--- config.mk ---
export PLATFORM = sky130hd
export DESIGN_NAME = cache_ctrl_param
export DESIGN_NICKNAME = d
export VERILOG_FILES = /design/src/rtl/cache_ctrl_param.sv
export SDC_FILE = /design/constraint.sdc
export NUM_CORES = 1
export LEC_CHECK = 0
export ABC_CLOCK_PERIOD_IN_PS = 3310
export CAP_MARGIN = 25
export CORE_MARGIN = 1.5
export CORE_UTILIZATION = 40
export CTS_BUF_LIST = sky130_fd_sc_hd__clkbuf_8
export DETAILED_ROUTE_END_ITERATION = 12
export MAX_ROUTING_LAYER = met4
export PLACE_DENSITY = 0.87
export SLEW_MARGIN = 10
export SYNTH_ARGS = -nofsm -noshare
export SYNTH_HDL_FRONTEND = slang
export SYNTH_SLANG_ARGS = --single-unit
--- constraint.sdc ---
create_clock -name clk -period 3.31 [get_ports clk]
set_clock_uncertainty 0.05 [all_clocks]
set_input_delay 0.662 -clock clk [delete_from_list [all_inputs] [get_ports clk]]
set_output_delay 0.662 -clock clk [all_outputs]
set_load 0.02 [all_outputs]
--- src/rtl/cache_ctrl_param.sv ---
// Blocking write-back cache controller: tag check, write-back and refill bursts.
// CACHE_CTRL_WRITE_ALLOCATE_EN selects write-allocate; otherwise clean write misses write through.
module cache_ctrl_param #(
  parameter int WORDS_PER_BLOCK = 4,
  parameter int WORD_BYTES      = 4,
  localparam int WSEL_W = (WORDS_PER_BLOCK > 1) ? $clog2(WORDS_PER_BLOCK) : 1
) (
  input  logic                       clk,
  input  logic                       rst,
  input  logic                       Req_CPU,
  input  logic                       Wr_CPU,
  input  logic [WORD_BYTES-1:0]      Byte_En_CPU,
  input  logic [WSEL_W-1:0]          Word_Select,
  input  logic                       Hit,
  input  logic                       Dirty,
  input  logic                       Rdy_Low,
  output logic                       Rdy_CPU,
  output logic                       Req_Low,
  output logic                       Wr_Low,
  output logic [WSEL_W-1:0]          Burst_Cnt,
  output logic [WORDS_PER_BLOCK-1:0] En_Word,
  output logic [WORD_BYTES-1:0]      En_Byte,
  output logic [WORDS_PER_BLOCK-1:0] Wn,
  output logic                       Wr,
  output logic                       ValidNew,
  output logic                       DirtyNew,
  output logic                       ASel
);

`ifdef CACHE_CTRL_WRITE_ALLOCATE_EN
  typedef enum logic [2:0] {
    S_INIT = 3'd0,
    S_TAG  = 3'd1,
    S_WB   = 3'd2,
    S_MB   = 3'd3
  } state_t;
`else
  typedef enum logic [2:0] {
    S_INIT = 3'd0,
    S_TAG  = 3'd1,
    S_WB   = 3'd2,
    S_MB   = 3'd3,
    S_WT   = 3'd4
  } state_t;
`endif

  localparam logic [WSEL_W-1:0] LAST =
    WSEL_W'(WORDS_PER_BLOCK - 1);

  state_t            state_q, state_d;
  logic [WSEL_W-1:0] bcnt_q, bcnt_d;
  logic              last;

  function automatic logic [WORDS_PER_BLOCK-1:0] onehot(
    input logic [WSEL_W-1:0] idx
  );
    return WORDS_PER_BLOCK'(1) << idx;
  endfunction

  always_ff @(posedge clk or posedge rst) begin
    if (rst) begin
      state_q <= S_INIT;
      bcnt_q  <= '0;
    end else begin
      state_q <= state_d;
      bcnt_q  <= bcnt_d;
    end
  end

  assign Burst_Cnt = bcnt_q;
  assign last      = (bcnt_q == LAST);

  always_comb begin
    state_d  = S_INIT;
    bcnt_d   = bcnt_q;
    Rdy_CPU  = 1'b0;
    Req_Low  = 1'b0;
    Wr_Low   = 1'b0;
    En_Word  = '0;
    En_Byte  = '0;
    Wn       = '0;
    Wr       = 1'b0;
    ValidNew = 1'b0;
    DirtyNew = 1'b0;
    ASel     = 1'b0;
    unique case (state_q)
      S_INIT: state_d = S_TAG;
      S_TAG: begin
        state_d = S_TAG;
        if (Req_CPU) begin
          if (Hit) begin
            Rdy_CPU = 1'b1;
            if (Wr_CPU) begin
              Wr       = 1'b1;
              En_Word  = onehot(Word_Select);
              En_Byte  = Byte_En_CPU;
              ValidNew = 1'b1;
              DirtyNew = 1'b1;
            end
          end else if (Dirty) begin
            state_d = S_WB;
`ifndef CACHE_CTRL_WRITE_ALLOCATE_EN
          end else if (Wr_CPU) begin
            state_d = S_WT;
`endif
          end else begin
            state_d = S_MB;
          end
        end
      end
      S_WB: begin
        state_d = S_WB;
        Req_Low = 1'b1;
        Wr_Low  = 1'b1;
        ASel    = 1'b1;
        if (Rdy_Low) begin
          if (last) begin
            bcnt_d  = '0;
            state_d = S_MB;
          end else begin
            bcnt_d = bcnt_q + WSEL_W'(1);
          end
        end
      end
      S_MB: begin
        state_d = S_MB;
        Req_Low = 1'b1;
        Wn      = '1;
        // refill beat lands straight into the data array
        if (Rdy_Low) begin
          Wr       = 1'b1;
          En_Word  = onehot(bcnt_q);
          En_Byte  = '1;
          ValidNew = 1'b1;
          if (last) begin
            bcnt_d  = '0;
            state_d = S_TAG;
          end else begin
            bcnt_d = bcnt_q + WSEL_W'(1);
          end
        end
      end
`ifndef CACHE_CTRL_WRITE_ALLOCATE_EN
      S_WT: begin
        state_d = S_WT;
        Req_Low = 1'b1;
        Wr_Low  = 1'b1;
        if (Rdy_Low) begin
          Rdy_CPU = 1'b1;
          state_d = S_TAG;
        end
      end
`endif
      default: state_d = S_INIT;
    endcase
  end

endmodule
==> key figures <==
STA
  – Worst setup margin: 0.153 ns
  – Final Hold Vio Count: 0
  – Unrepaired setup endpoints after global routing: false
  – Final period util: a little over nine tenths
  – Min Tclk post-route: ~3.2 ns
  – Final setup violation count: 0
  – Slew margin rel.: about four fifths
  – Max Fclk: 317 MHz
  – Sum Neg Setup Slack: 0 ns
  – Pins over their slew limit: 0
  – Worst-Margin Slew: 0.283 ns

Worst setup path
  – Worst reg2reg path endpoint: state_q[0]$_DFF_PP0_
  – Crit path from: Req_CPU
  – Startpoint types: input pin
  – R2r worst-path depth: 3
  – Worst Path Arrival: ~2.4 ns
  – Crit Path Class: in2out
  – R2R setup slack: between 1.5 and 2 ns
  – Worst setup endpoint: En_Word[2]
  – Worst setup EP type: output port
  – Worst-path fanout max: 10
  – Worst EP required: ~2.6 ns
  – FF-to-FF Start: state_q[1]$_DFF_PP0_

Floorplanning
  – Total die area: about 0.0016 sq mm
  – Cell Rows: 12
  – Initial Util: a little under half
  – Die Ht: ~39 microns
  – Die width: approximately 39 microns
  – Core area: 0.00117 sq mm
  – I/O pins: 34

Place
  – Port Buffers: 33
  – RD Place Congestion: ~0.80
  – HPWL Detailed: 1.01 mm
  – Worst slack, placed: 0.0745 ns

Logic synthesis
  – Syn nets: 79
  – Yosys warns: 0
  – Unique cell type count in the Yosys netlist: 29
  – Post-synth ARST share: 100%
  – #FFs+latches synth: 5
  – Top FF cell, synth: dfrtp_1
  – Most common cell in the synthesized netlist: inv_1
  – Area leader, netlist: dfrtp_1
  – Register area share after synthesis: between 20% and 30%
  – Mapped Cells: 62
  – Top cell type's share of synthesized area: a little under a quarter
  – Mapped Area: around 530 sq um
  – Synth area leaders: dfrtp_1 (24%), ha_1 (9.4%), a32o_1 (5.6%)
  – Most frequent cells after synthesis: inv_1 (6), dfrtp_1 (5)
  – Syn_area_per_cell: ~8.6 sq um
  – Number of flops mapped to enable cells by yosys: 0

Cells and area
  – Diode count: 0
  – Synth-to-layout area growth: 65.9%
  – Nets: 111
  – Share of layout cells above drive strength 1: a little over a tenth

Clock tree
  – Root buf cell: clkbuf_8
  – CTS Buf Count: 3
  – CTS sink count: 5
  – Worst-path clk slew: roughly 0.040 ns
  – CTS tree: done
  – CTS H-tree lvls: 1
  – Post-CTS setup buffer count: 0
  – CTS Buffer Depth: 2
  – Insertion delay to the later sink of the worst-skew pair: around 0.22 ns

Pwr
  – P_leak: around 0.41 nW
  – Switching Share: 43.6%
  – Clk network pwr share: between 10 and 15%
  – Comb power frac: between 60% and 70%
  – Maximum vdd drop: between 500 and 600 uV
  – Sw power: between 0.3 and 0.4 mW
  – Sequential cell fraction of total power: around 17%
  – Internal Power: roughly 0.43 mW
  – Pwr/cell area: 871 mW/mm^2

Global routing
  – Total Routing Usage GR: 19.3%
  – Pin count of the biggest net entering global routing: 12
  – GRT overflow: 0
  – Antenna violations before repair: 0
  – First-pass GRT wire length: approximately 2 mm
  – Vias in the first global route: 464

Detailed routing
  – Vias/cell: ~5.2
  – Initial DRC Count: 6
  – Post-DR wirelength/cell: approximately 12 microns
  – DR vias: about 560
  – Remaining DRCs: 0
  – Post-Route WL: 1.28 mm
  – Pre-Repair DR Iteration Count: 4
  – Routed Antenna Nets: 0

Hold path
  – HP Class: reg2reg

Flow run
  – # Max-Cap Violations: 0

Run status
  – Outcome: complete, no violations
-- cells in the final DEF, fill, tap and decap left out, drive strengths merged --
master,instances
a21o,4
a21oi,2
a31o,1
a32o,3
and3,3
and3b,1
and4,1
buf,1
clkbuf,3
clkdlybuf4s50,33
dfrtp,5
ha,4
inv,7
mux2,2
nand2,2
nand2b,2
nand3,2
nand3b,2
nor2,4
nor2b,3
o21ai,1
o221ai,1
o22ai,2
o32ai,1
or2,1
or3b,2
-- final cells by class --
cell class                      instances  area [sq um]
Sequential cell                         5           125
Timing Repair Buffer                   34           338
Inverter                                6          22.5
Multi-Input combinational cell         44           334
Clock buffer                            3          41.3
Fill cell                              90           289
Tap cell                               14          17.5
Clock inverter                          1          3.75
-- worst min path at each step --
stage	to	depth (start not counted)	from
after floorplan	Burst_Cnt[0]$_DFFE_PP0P_	1	rst
after global placement	Burst_Cnt[1]$_DFFE_PP0P_	1	Burst_Cnt[1]$_DFFE_PP0P_
after detailed placement	Burst_Cnt[1]$_DFFE_PP0P_	1	Burst_Cnt[1]$_DFFE_PP0P_
after CTS	Burst_Cnt[1]$_DFFE_PP0P_	1	Burst_Cnt[1]$_DFFE_PP0P_
after global routing	Burst_Cnt[1]$_DFFE_PP0P_	1	Burst_Cnt[1]$_DFFE_PP0P_
final	Burst_Cnt[1]$_DFFE_PP0P_	1	Burst_Cnt[1]$_DFFE_PP0P_
-- state kept, by name, summed over array words and instances, names as in the netlist --
register and flops:
Burst_Cnt 2, state_q 3
-- cells by family (layout without fill, tap and decap cells) --
group	after synthesis	in the layout	synth area share, %
multiplexers	2	2	4.23
buffers and inverters	13	44	13.9
AND/OR/NAND/NOR	23	23	27.5
flip-flops	5	5	23.5
adder cells (fa/ha/maj)	4	4	9.41
AO/OA/AOI/OAI	15	15	21.4
-- power by group through the flow --
stage / Clock, mW / Sequential [mW] / Combinational [mW]
2_1_floorplan: 0 / 0.129 / 0.336
3_3_place_gp: 0 / 0.131 / 0.519
3_5_place_dp: 0 / 0.131 / 0.525
4_1_cts: 0.114 / 0.131 / 0.530
5_1_grt: 0.115 / 0.139 / 0.571
6_report: 0.110 / 0.132 / 0.527
-- through the flow --
stage | hold WS (ns) | instances | power (mW) | utilization (%) | cell area (sq um)
floorplan | 0.391 | 62 | 0.465 | - | 532
global placement | 0.540 | 103 | 0.650 | 71.4 | 836
detailed placement | 0.535 | 103 | 0.656 | 71.4 | 836
CTS | 0.561 | 107 | 0.776 | 75.2 | 881
global route | 0.605 | 107 | 0.824 | 75.3 | 882
finish | 0.558 | 107 | 0.769 | 75.3 | 882
-- repair_timing --
item	CTS	global route
setup endpoints to repair	0	4
gates resized for setup	0	1
hold buffers	0	0
-- per-layer routing --
layer,up-vias,routed length (microns),global-route usage [%]
li1,278,-,-
met1,248,560,24.6
met2,28,600,29.5
met3,2,99,2.27
met4,0,19,10.3
met5,-,0,-
-- critical path, stage by stage --
cell and delay (ns):
clkdlybuf4s50_1 0.48, nor2b_1 0.16, and4_2 0.35, a32o_1 0.19, clkdlybuf4s50_1 0.60
Note: power is estimated with default switching activity, not from simulation.
